[src/rtl/radio_txrx_sequencer.sv]
// Radio daughterboard Tx/Rx turn-on/turn-off sequencer with settling delays.
// Optional Tx gain ramp in TX_PA: define TXRX_SEQ_GAIN_RAMP_EN.
module radio_txrx_sequencer #(
  parameter int DLY_W     = 8,
  parameter int GAIN_STEP = 4
) (
  input  logic             converter_clock_in,
  input  logic             reset_n,
  input  logic             tx_req,
  input  logic             rx_req,
  input  logic             band_5g,
  input  logic             ant_sel,
  input  logic [5:0]       tx_gain_target,
  input  logic [DLY_W-1:0] dly_ant,
  input  logic [DLY_W-1:0] dly_tx_pa,
  input  logic [DLY_W-1:0] dly_rx_hp,
  output logic             controller_TxEn,
  output logic             controller_RxEn,
  output logic             controller_RxHP,
  output logic             controller_24PA,
  output logic             controller_5PA,
  output logic [1:0]       controller_ANTSW,
  output logic [5:0]       user_Tx_gain,
  output logic             tx_ready,
  output logic             rx_ready,
  output logic             busy
);

  typedef enum logic [3:0] {
    IDLE, TX_ANT, TX_EN, TX_PA, TX_ACTIVE,
    TX_OFF, RX_ANT, RX_HP, RX_ACTIVE
  } state_t;

  state_t           r_state;
  logic [DLY_W-1:0] r_cnt;
  logic             r_band;
  logic [5:0]       r_tgt;

  logic w_ant_done;
  logic w_pa_done;
  logic w_hp_done;
  logic w_tx_abort;

  assign w_ant_done = (r_cnt == dly_ant);
  assign w_pa_done  = (r_cnt == dly_tx_pa);
  assign w_hp_done  = (r_cnt == dly_rx_hp);
  assign w_tx_abort = !tx_req &&
    (r_state inside {TX_ANT, TX_EN, TX_PA, TX_ACTIVE});

`ifdef TXRX_SEQ_GAIN_RAMP_EN
  localparam int SW = (GAIN_STEP > 1) ? $clog2(GAIN_STEP) : 1;
  logic [SW-1:0] r_step;
`else
  logic w_unused_step;
  assign w_unused_step = (GAIN_STEP != 0);
`endif

  always_ff @(posedge converter_clock_in or negedge reset_n) begin
    if (!reset_n) begin
      r_state          <= IDLE;
      r_cnt            <= '0;
      r_band           <= 1'b0;
      r_tgt            <= '0;
      controller_TxEn  <= 1'b0;
      controller_RxEn  <= 1'b0;
      controller_RxHP  <= 1'b0;
      controller_24PA  <= 1'b0;
      controller_5PA   <= 1'b0;
      controller_ANTSW <= 2'b01;
      user_Tx_gain     <= '0;
      tx_ready         <= 1'b0;
      rx_ready         <= 1'b0;
      busy             <= 1'b0;
`ifdef TXRX_SEQ_GAIN_RAMP_EN
      r_step           <= '0;
`endif
    end else if (w_tx_abort) begin
      // PA off first; TxEn stays as-is until TX_OFF has elapsed
      r_state         <= TX_OFF;
      r_cnt           <= '0;
      controller_24PA <= 1'b0;
      controller_5PA  <= 1'b0;
      user_Tx_gain    <= '0;
      tx_ready        <= 1'b0;
    end else begin
      unique case (r_state)
        IDLE: begin
          r_cnt <= '0;
          if (tx_req || rx_req) begin
            r_state          <= tx_req ? TX_ANT : RX_ANT;
            busy             <= 1'b1;
            r_band           <= band_5g;
            r_tgt            <= tx_gain_target;
            controller_ANTSW <= ant_sel ? 2'b10 : 2'b01;
          end
        end
        TX_ANT: begin
          if (w_ant_done) begin
            r_state         <= TX_EN;
            r_cnt           <= '0;
            controller_TxEn <= 1'b1;
          end else begin
            r_cnt <= r_cnt + 1'b1;
          end
        end
        TX_EN: begin
          if (w_pa_done) begin
            r_state         <= TX_PA;
            r_cnt           <= '0;
            controller_24PA <= !r_band;
            controller_5PA  <= r_band;
`ifdef TXRX_SEQ_GAIN_RAMP_EN
            user_Tx_gain    <= '0;
            r_step          <= '0;
`else
            user_Tx_gain    <= r_tgt;
`endif
          end else begin
            r_cnt <= r_cnt + 1'b1;
          end
        end
        TX_PA: begin
`ifdef TXRX_SEQ_GAIN_RAMP_EN
          if (user_Tx_gain == r_tgt) begin
            r_state  <= TX_ACTIVE;
            tx_ready <= 1'b1;
          end else if (r_step == SW'(GAIN_STEP - 1)) begin
            user_Tx_gain <= user_Tx_gain + 1'b1;
            r_step       <= '0;
          end else begin
            r_step <= r_step + 1'b1;
          end
`else
          r_state  <= TX_ACTIVE;
          tx_ready <= 1'b1;
`endif
        end
        TX_ACTIVE: begin
        end
        TX_OFF: begin
          if (w_pa_done) begin
            r_state         <= IDLE;
            r_cnt           <= '0;
            controller_TxEn <= 1'b0;
            busy            <= 1'b0;
          end else begin
            r_cnt <= r_cnt + 1'b1;
          end
        end
        RX_ANT: begin
          if (!rx_req) begin
            r_state <= IDLE;
            busy    <= 1'b0;
          end else if (w_ant_done) begin
            r_state         <= RX_HP;
            r_cnt           <= '0;
            controller_RxEn <= 1'b1;
            controller_RxHP <= 1'b1;
          end else begin
            r_cnt <= r_cnt + 1'b1;
          end
        end
        RX_HP: begin
          if (!rx_req) begin
            r_state         <= IDLE;
            controller_RxEn <= 1'b0;
            controller_RxHP <= 1'b0;
            busy            <= 1'b0;
          end else if (w_hp_done) begin
            r_state         <= RX_ACTIVE;
            controller_RxHP <= 1'b0;
            rx_ready        <= 1'b1;
          end else begin
            r_cnt <= r_cnt + 1'b1;
          end
        end
        RX_ACTIVE: begin
          if (!rx_req) begin
            r_state         <= IDLE;
            controller_RxEn <= 1'b0;
            rx_ready        <= 1'b0;
            busy            <= 1'b0;
          end
        end
        default: r_state <= IDLE;
      endcase
    end
  end

endmodule

[config.mk]
export PLATFORM = sky130hd
export DESIGN_NAME = radio_txrx_sequencer
export DESIGN_NICKNAME = d
export VERILOG_FILES = /design/src/rtl/radio_txrx_sequencer.sv
export SDC_FILE = /design/constraint.sdc
export NUM_CORES = 1
export LEC_CHECK = 0
export CAP_MARGIN = 25
export CORE_ASPECT_RATIO = 1.25
export CORE_MARGIN = 1.5
export CORE_UTILIZATION = 50
export CTS_BUF_LIST = sky130_fd_sc_hd__clkbuf_4 sky130_fd_sc_hd__clkbuf_8
export CTS_CLUSTER_SIZE = 14
export DETAILED_ROUTE_END_ITERATION = 8
export PLACE_DENSITY = 0.8
export SYNTH_ARGS = -nofsm -noshare
export SYNTH_HDL_FRONTEND = slang
export SYNTH_SLANG_ARGS = --single-unit
[constraint.sdc]
create_clock -name converter_clock_in -period 4.52 [get_ports converter_clock_in]
set_input_delay 0.904 -clock converter_clock_in [delete_from_list [all_inputs] [get_ports converter_clock_in]]
set_output_delay 0.904 -clock converter_clock_in [all_outputs]
set_load 0.005 [all_outputs]
Word level (Yosys, flattened, before mapping)
Index checks and enable logic that the tools add are counted.

Flip-flop bits (word level): 35. Output and inout port bits: 16.

Equal/unequal tests: 33. Multiplexer cells: 45. Add/subtract/negate cells: 1. Reduce and logical (&&, ||, !) cells: 27. Bitwise operators: 1.

Operators with widths (number): $mux W8 (6); $mux W4 (10); $pmux W8 S5 (1); $pmux W4 S9 (1); $ne A3 B3 Y1 const B (9); $eq A8 B8 Y1 (3); $ne A2 B2 Y1 const B (11); $reduce_and A5 Y1 (4); $mux W6 (3); $mux W1 (17); $eq A4 B3 Y1 const B (4); $reduce_bool A2 Y1 (7); $add A8 B1 Y8 const B (1); $eq A4 B2 Y1 const B (2); $ne A4 B4 Y1 const B (2); $pmux W1 S2 (4); $reduce_and A4 Y1 (2); $reduce_and A8 Y1 (1); $reduce_bool A6 Y1 (1); $eq A4 B1 Y1 const B (1); $eq A4 B4 Y1 const B (1); $logic_not A4 Y1 (1); $reduce_bool A4 Y1 (1); $reduce_or A2 Y1 (2); 11 further kinds (12).

Depth between registers and ports, before layout
Depth after elaboration: 5. Gate-level depth with buffers: 8. Mapped depth without buffers: 6.

Worst setup path before layout
OpenSTA, ideal clock, no wires.

Path type: input port to flip-flop. From: input dly_rx_hp[3]. To: register r_state[0]. Buffers on the path: 0. Data required time: 4.400 ns. Slack: 2.057 ns. Arrival time: 2.343 ns. Stages on the path: 6. Library setup time: 0.120 ns. Path through: xor2_1 -> nor4_4 -> a21oi_2 -> nor4_4 -> mux2_1 -> and3_1.

Longest elaborated chain between the ends: 3.

RTL lines: from (decl) (RTL line 16) `input logic [DLY_W-1:0] dly_rx_hp,`; $eq A8 B8 Y1 (RTL line 46) `assign w_hp_done = (r_cnt == dly_rx_hp);`; $ne A4 B4 Y1 (no source line); $reduce_and A8 Y1 (no source line); to (signal assigned) (RTL line 90) `r_state <= tx_req ? TX_ANT : RX_ANT;`; to (decl) (RTL line 34) `state_t r_state;`.

No other way between the ends. A chain may end at the register's enable or synchronous reset.

Final worst setup path
From: input tx_req. To: register r_state[0].

Longest elaborated chain between the ends: 4.

RTL lines: from (decl) (RTL line 9) `input logic tx_req,`; $mux W3 or $logic_not A1 Y1 (tied branches) (RTL line 90, 47); $mux W4 or $logic_and A1 B1 Y1 (tied branches) (RTL line 89, 47); $pmux W4 S9, or another cell as far along (RTL line 86) `unique case (r_state)`; $mux W4 or $reduce_and A8 Y1 (tied branches).

Parallel ways exist; a longest one is shown, timed or not. The select of a mux whose other input is x is not followed.

==> summary.md <==
| Metric | Value |
|---|---|
| Status | `finished, final reports clean` |
| Final non-filler cell total | `341` |
| Postcts setup bufs | `0` |
| Total GRT Usage | `22.0%` |
| I/O pin cnt | `52` |
| Vias post-DR | `1,938` |
| Mapped Avg Cell Area | `9.55 sq um` |
| Std-Cell Rows | `27` |
| Largest net degree at the start of global routing | `36` |
| # hold bufs at CTS | `0` |
| Register bit total from synthesis | `35` |
| # nets final | `319` |
| First-pass GRT wire length | `8.71 mm` |
| WS Path Type | `in -> reg` |
| Core footprint | `4430 sq um` |
| Area contributors post-synth | `dfrtp_1, xor2_1, mux2_2` |
| Dpl cells | `332` |
| RR Endpoint | `r_state[0]` |
| Final HPWL DP | `3.74 mm` |
| Sum of negative setup slack | `0 ns` |
| Slew of the pin with the lowest slew margin | `0.672 ns` |
| Post-synthesis net count | `278` |
| Tmin final | `2.87 ns` |
| Initial core utilization | `52.0%` |
| Resize count post-CTS | `0` |
| Worst EP required | `4.71 ns` |
| Initial antenna violation count | `0` |
| RSZ-0062 raised after global routing | `false` |
| Async S/R FF share, synth | `100%` |
| Vias in the first global route | `1,910` |
| CP endpoint kind | `flip-flop` |
| Gr ovfl total | `0` |
| Max VDD drop | `0.000251 V` |
| Post-Syn Area | `2300 sq um` |
| Layout cells sized above 1 | `12.4%` |
| Max Fclk | `348 MHz` |
| Hold Fails Final Rpt | `0` |
| Starting DRC count in detailed routing | `91` |
| GP Congestion | `0.836` |
| Vias/cell | `5.68` |
| PortBufs | `51` |
| Final worst-path cycle share | `63.5%` |
| P&R area growth vs syn | `25.2%` |
| Die H | `78.9 um` |
| Worst Hold Class | `reg -> reg` |
| EDFF count, synth | `0` |
| PwrDens | `495 nW/um^2` |
| Max Root-Sink Buffers | `2` |
| Syn Inst Count | `241` |
| Routed WL per cell | `14.8 um` |
| Die Footprint | `5020 sq um` |
| Reg2Reg Setup Slack | `2.16 ns` |
| Setup violators final | `0` |
| CTS sink cnt | `35` |
| CP Launch Type | `input port` |
| # diodes | `0` |
| Root buffer cell | `clkbuf_8` |
| Hold path endpoint | `busy` |
| Yosys top cell by area | `dfrtp_1` |
| Reg2Reg Depth | `6` |
| Number of library cell types mapped by synthesis | `52` |
| H-tree Lvls | `2` |
| Hold path startpoint | `busy` |
| Final Max Tran Viols | `0` |
| Remaining DRCs | `0` |
| Drt pass-1 iters | `4` |
| Slew Limit Headroom | `54.8%` |
| Worst R2R Start | `r_state[0]` |
| LEAKAGE | `1.25 nW` |
| MaxCap Viol Count | `0` |
| Register area share after synthesis | `38.1%` |
| Die X | `63.7 um` |
| CP max FO | `14` |
| Synth top area share | `37.0%` |
| Skew final | `0.0123 ns` |
| Final ANT Viol Nets | `0` |
| Setup WS pre-CTS | `1.35 ns` |
| Synth warn | `0` |
| Worst Path Arrival | `3.06 ns` |
| Synth Flop Type | `dfrtp_1` |
| CTS tree | `yes` |
| CTS Buf Count | `5` |
| WHS Path Cells | `2` |
| Final setup margin | `1.65 ns` |
| Clock latency on the worst-skew pair | `0.29 ns` |
| Worst-path clk slew | `0.08 ns` |
| Post-Route WL | `5.04 mm` |
-- cells by family (layout without fill, tap and decap cells) --
kind of cell    after synthesis  after routing  synth area share (%)
simple gates                 85             85                  23.0
mux                          20             20                  9.24
fa+ha+maj                     1              1                 0.543
buf+inv                      24             66                  5.43
compound gates               51             51                  14.2
flops                        35             35                  38.1
xor+xnor                     25             25                  9.51
-- critical path: stages --
cell and delay [ns]:
clkdlybuf4s50_1 0.65, nor3_1 0.28, a21oi_1 0.06, nor4_1 0.54
nor4_4 0.12, mux2_1 0.33, and3_1 0.18
-- worst max path at each step --
stage / startpoint / to / slack [ns] / cells after the start
global placement: tx_req / r_state[0] / 1.35 / 7
detailed placement: tx_req / r_state[0] / 1.35 / 7
floorplan: dly_rx_hp[3] / r_state[0] / 2.06 / 6
CTS: tx_req / r_state[0] / 1.65 / 7
global route: tx_req / r_state[0] / 1.50 / 7
finish: tx_req / r_state[0] / 1.65 / 7
-- report_power, final --
| part | leakage, nW | internal [W] | total, W | switching, W |
|---|---|---|---|---|
| clock | 0.0402 | 0.000107 | 0.000230 | 0.000123 |
| sequential | 0.450 | 0.000398 | 0.000524 | 0.000126 |
| combinational | 0.758 | 0.000339 | 0.000673 | 0.000333 |
-- layout by cell type (no fill, tap or decap), types with 2 or more instances in the layout --
| master | count |
|---|---|
| mux2_2 | 9 |
| nand3b_1 | 2 |
| nor3_1 | 4 |
| nand3_1 | 6 |
| and2_1 | 2 |
| dfrtp_1 | 34 |
| xnor2_1 | 9 |
| xor2_1 | 16 |
| nor2b_1 | 5 |
| nor2_1 | 22 |
| mux2i_1 | 10 |
| clkdlybuf4s50_1 | 51 |
| nor4_4 | 3 |
| nand2_1 | 14 |
| a21oi_1 | 13 |
| o211ai_1 | 2 |
| clkbuf_8 | 5 |
| nand4_1 | 2 |
| and3_1 | 2 |
| o21ai_0 | 14 |
| nor3_2 | 2 |
| a22o_1 | 4 |
| nor4_1 | 3 |
| a31oi_1 | 4 |
| inv_1 | 5 |
| a21oi_2 | 2 |
| and4b_1 | 2 |
| nor4_2 | 2 |
| buf_4 | 2 |
| nand2b_1 | 7 |
| clkinvlp_4 | 2 |
-- sequential cells by signal (all words and copies together) (netlist names) --
name / count
busy: 1
controller_24PA: 1
controller_5PA: 1
user_Tx_gain: 6
tx_ready: 1
r_state: 4
controller_ANTSW: 2
controller_RxEn: 1
rx_ready: 1
r_band: 1
controller_RxHP: 1
r_cnt: 8
controller_TxEn: 1
r_tgt: 6
-- area by class of cell --
cell class | instances | area [sq um]
Fill cell | 376 | 1540
Multi-Input combinational cell | 182 | 1300
Sequential cell | 35 | 877
Timing Repair Buffer | 53 | 526
Tap cell | 58 | 72.6
Clock buffer | 5 | 68.8
Clock inverter | 3 | 20.0
Inverter | 5 | 18.8
-- per-stage QoR --
| step | hold WS, ns | cell area (sq um) | total power (W) | util, % |
|---|---|---|---|---|
| 6_report | 0.497 | 2880 | 0.00143 | 65.1 |
| 5_1_grt | 0.526 | 2880 | 0.00154 | 65.1 |
| 4_1_cts | 0.502 | 2880 | 0.00143 | 65.0 |
| 3_5_place_dp | 0.478 | 2790 | 0.00119 | 63.0 |
| 3_3_place_gp | 0.464 | 2790 | 0.00118 | 63.0 |
| 2_1_floorplan | 0.470 | 2300 | 0.00101 | - |
-- cell usage after synthesis, types with 2 or more instances --
cell,count
nand2_1,14
a22o_1,4
nand2b_1,7
and2_1,2
clkbuf_1,6
a21oi_2,2
inv_1,5
and4b_1,2
nand3_1,6
mux2_2,9
nor4_2,2
nand3b_1,2
nor3_1,4
nor4_1,3
buf_6,3
xnor2_1,9
dfrtp_1,34
buf_2,10
and3_1,2
nor2b_1,5
nor4_4,3
o21ai_0,14
nor3_2,2
o211ai_1,2
mux2i_1,10
a21oi_1,13
nor2_1,22
xor2_1,16
nand4_1,2
a31oi_1,4
-- routing by layer --
| layer | vias to the layer above | track usage (%) | wire (um) |
|---|---|---|---|
| met1 | 931 | 26.0 | 2050 |
| met3 | 9 | 3.68 | 194 |
| met5 | - | 0 | 0 |
| li1 | 937 | - | - |
| met4 | 0 | 8.04 | 95 |
| met2 | 61 | 39.8 | 2700 |
No activity file was read; power rests on OpenSTA's default activity.
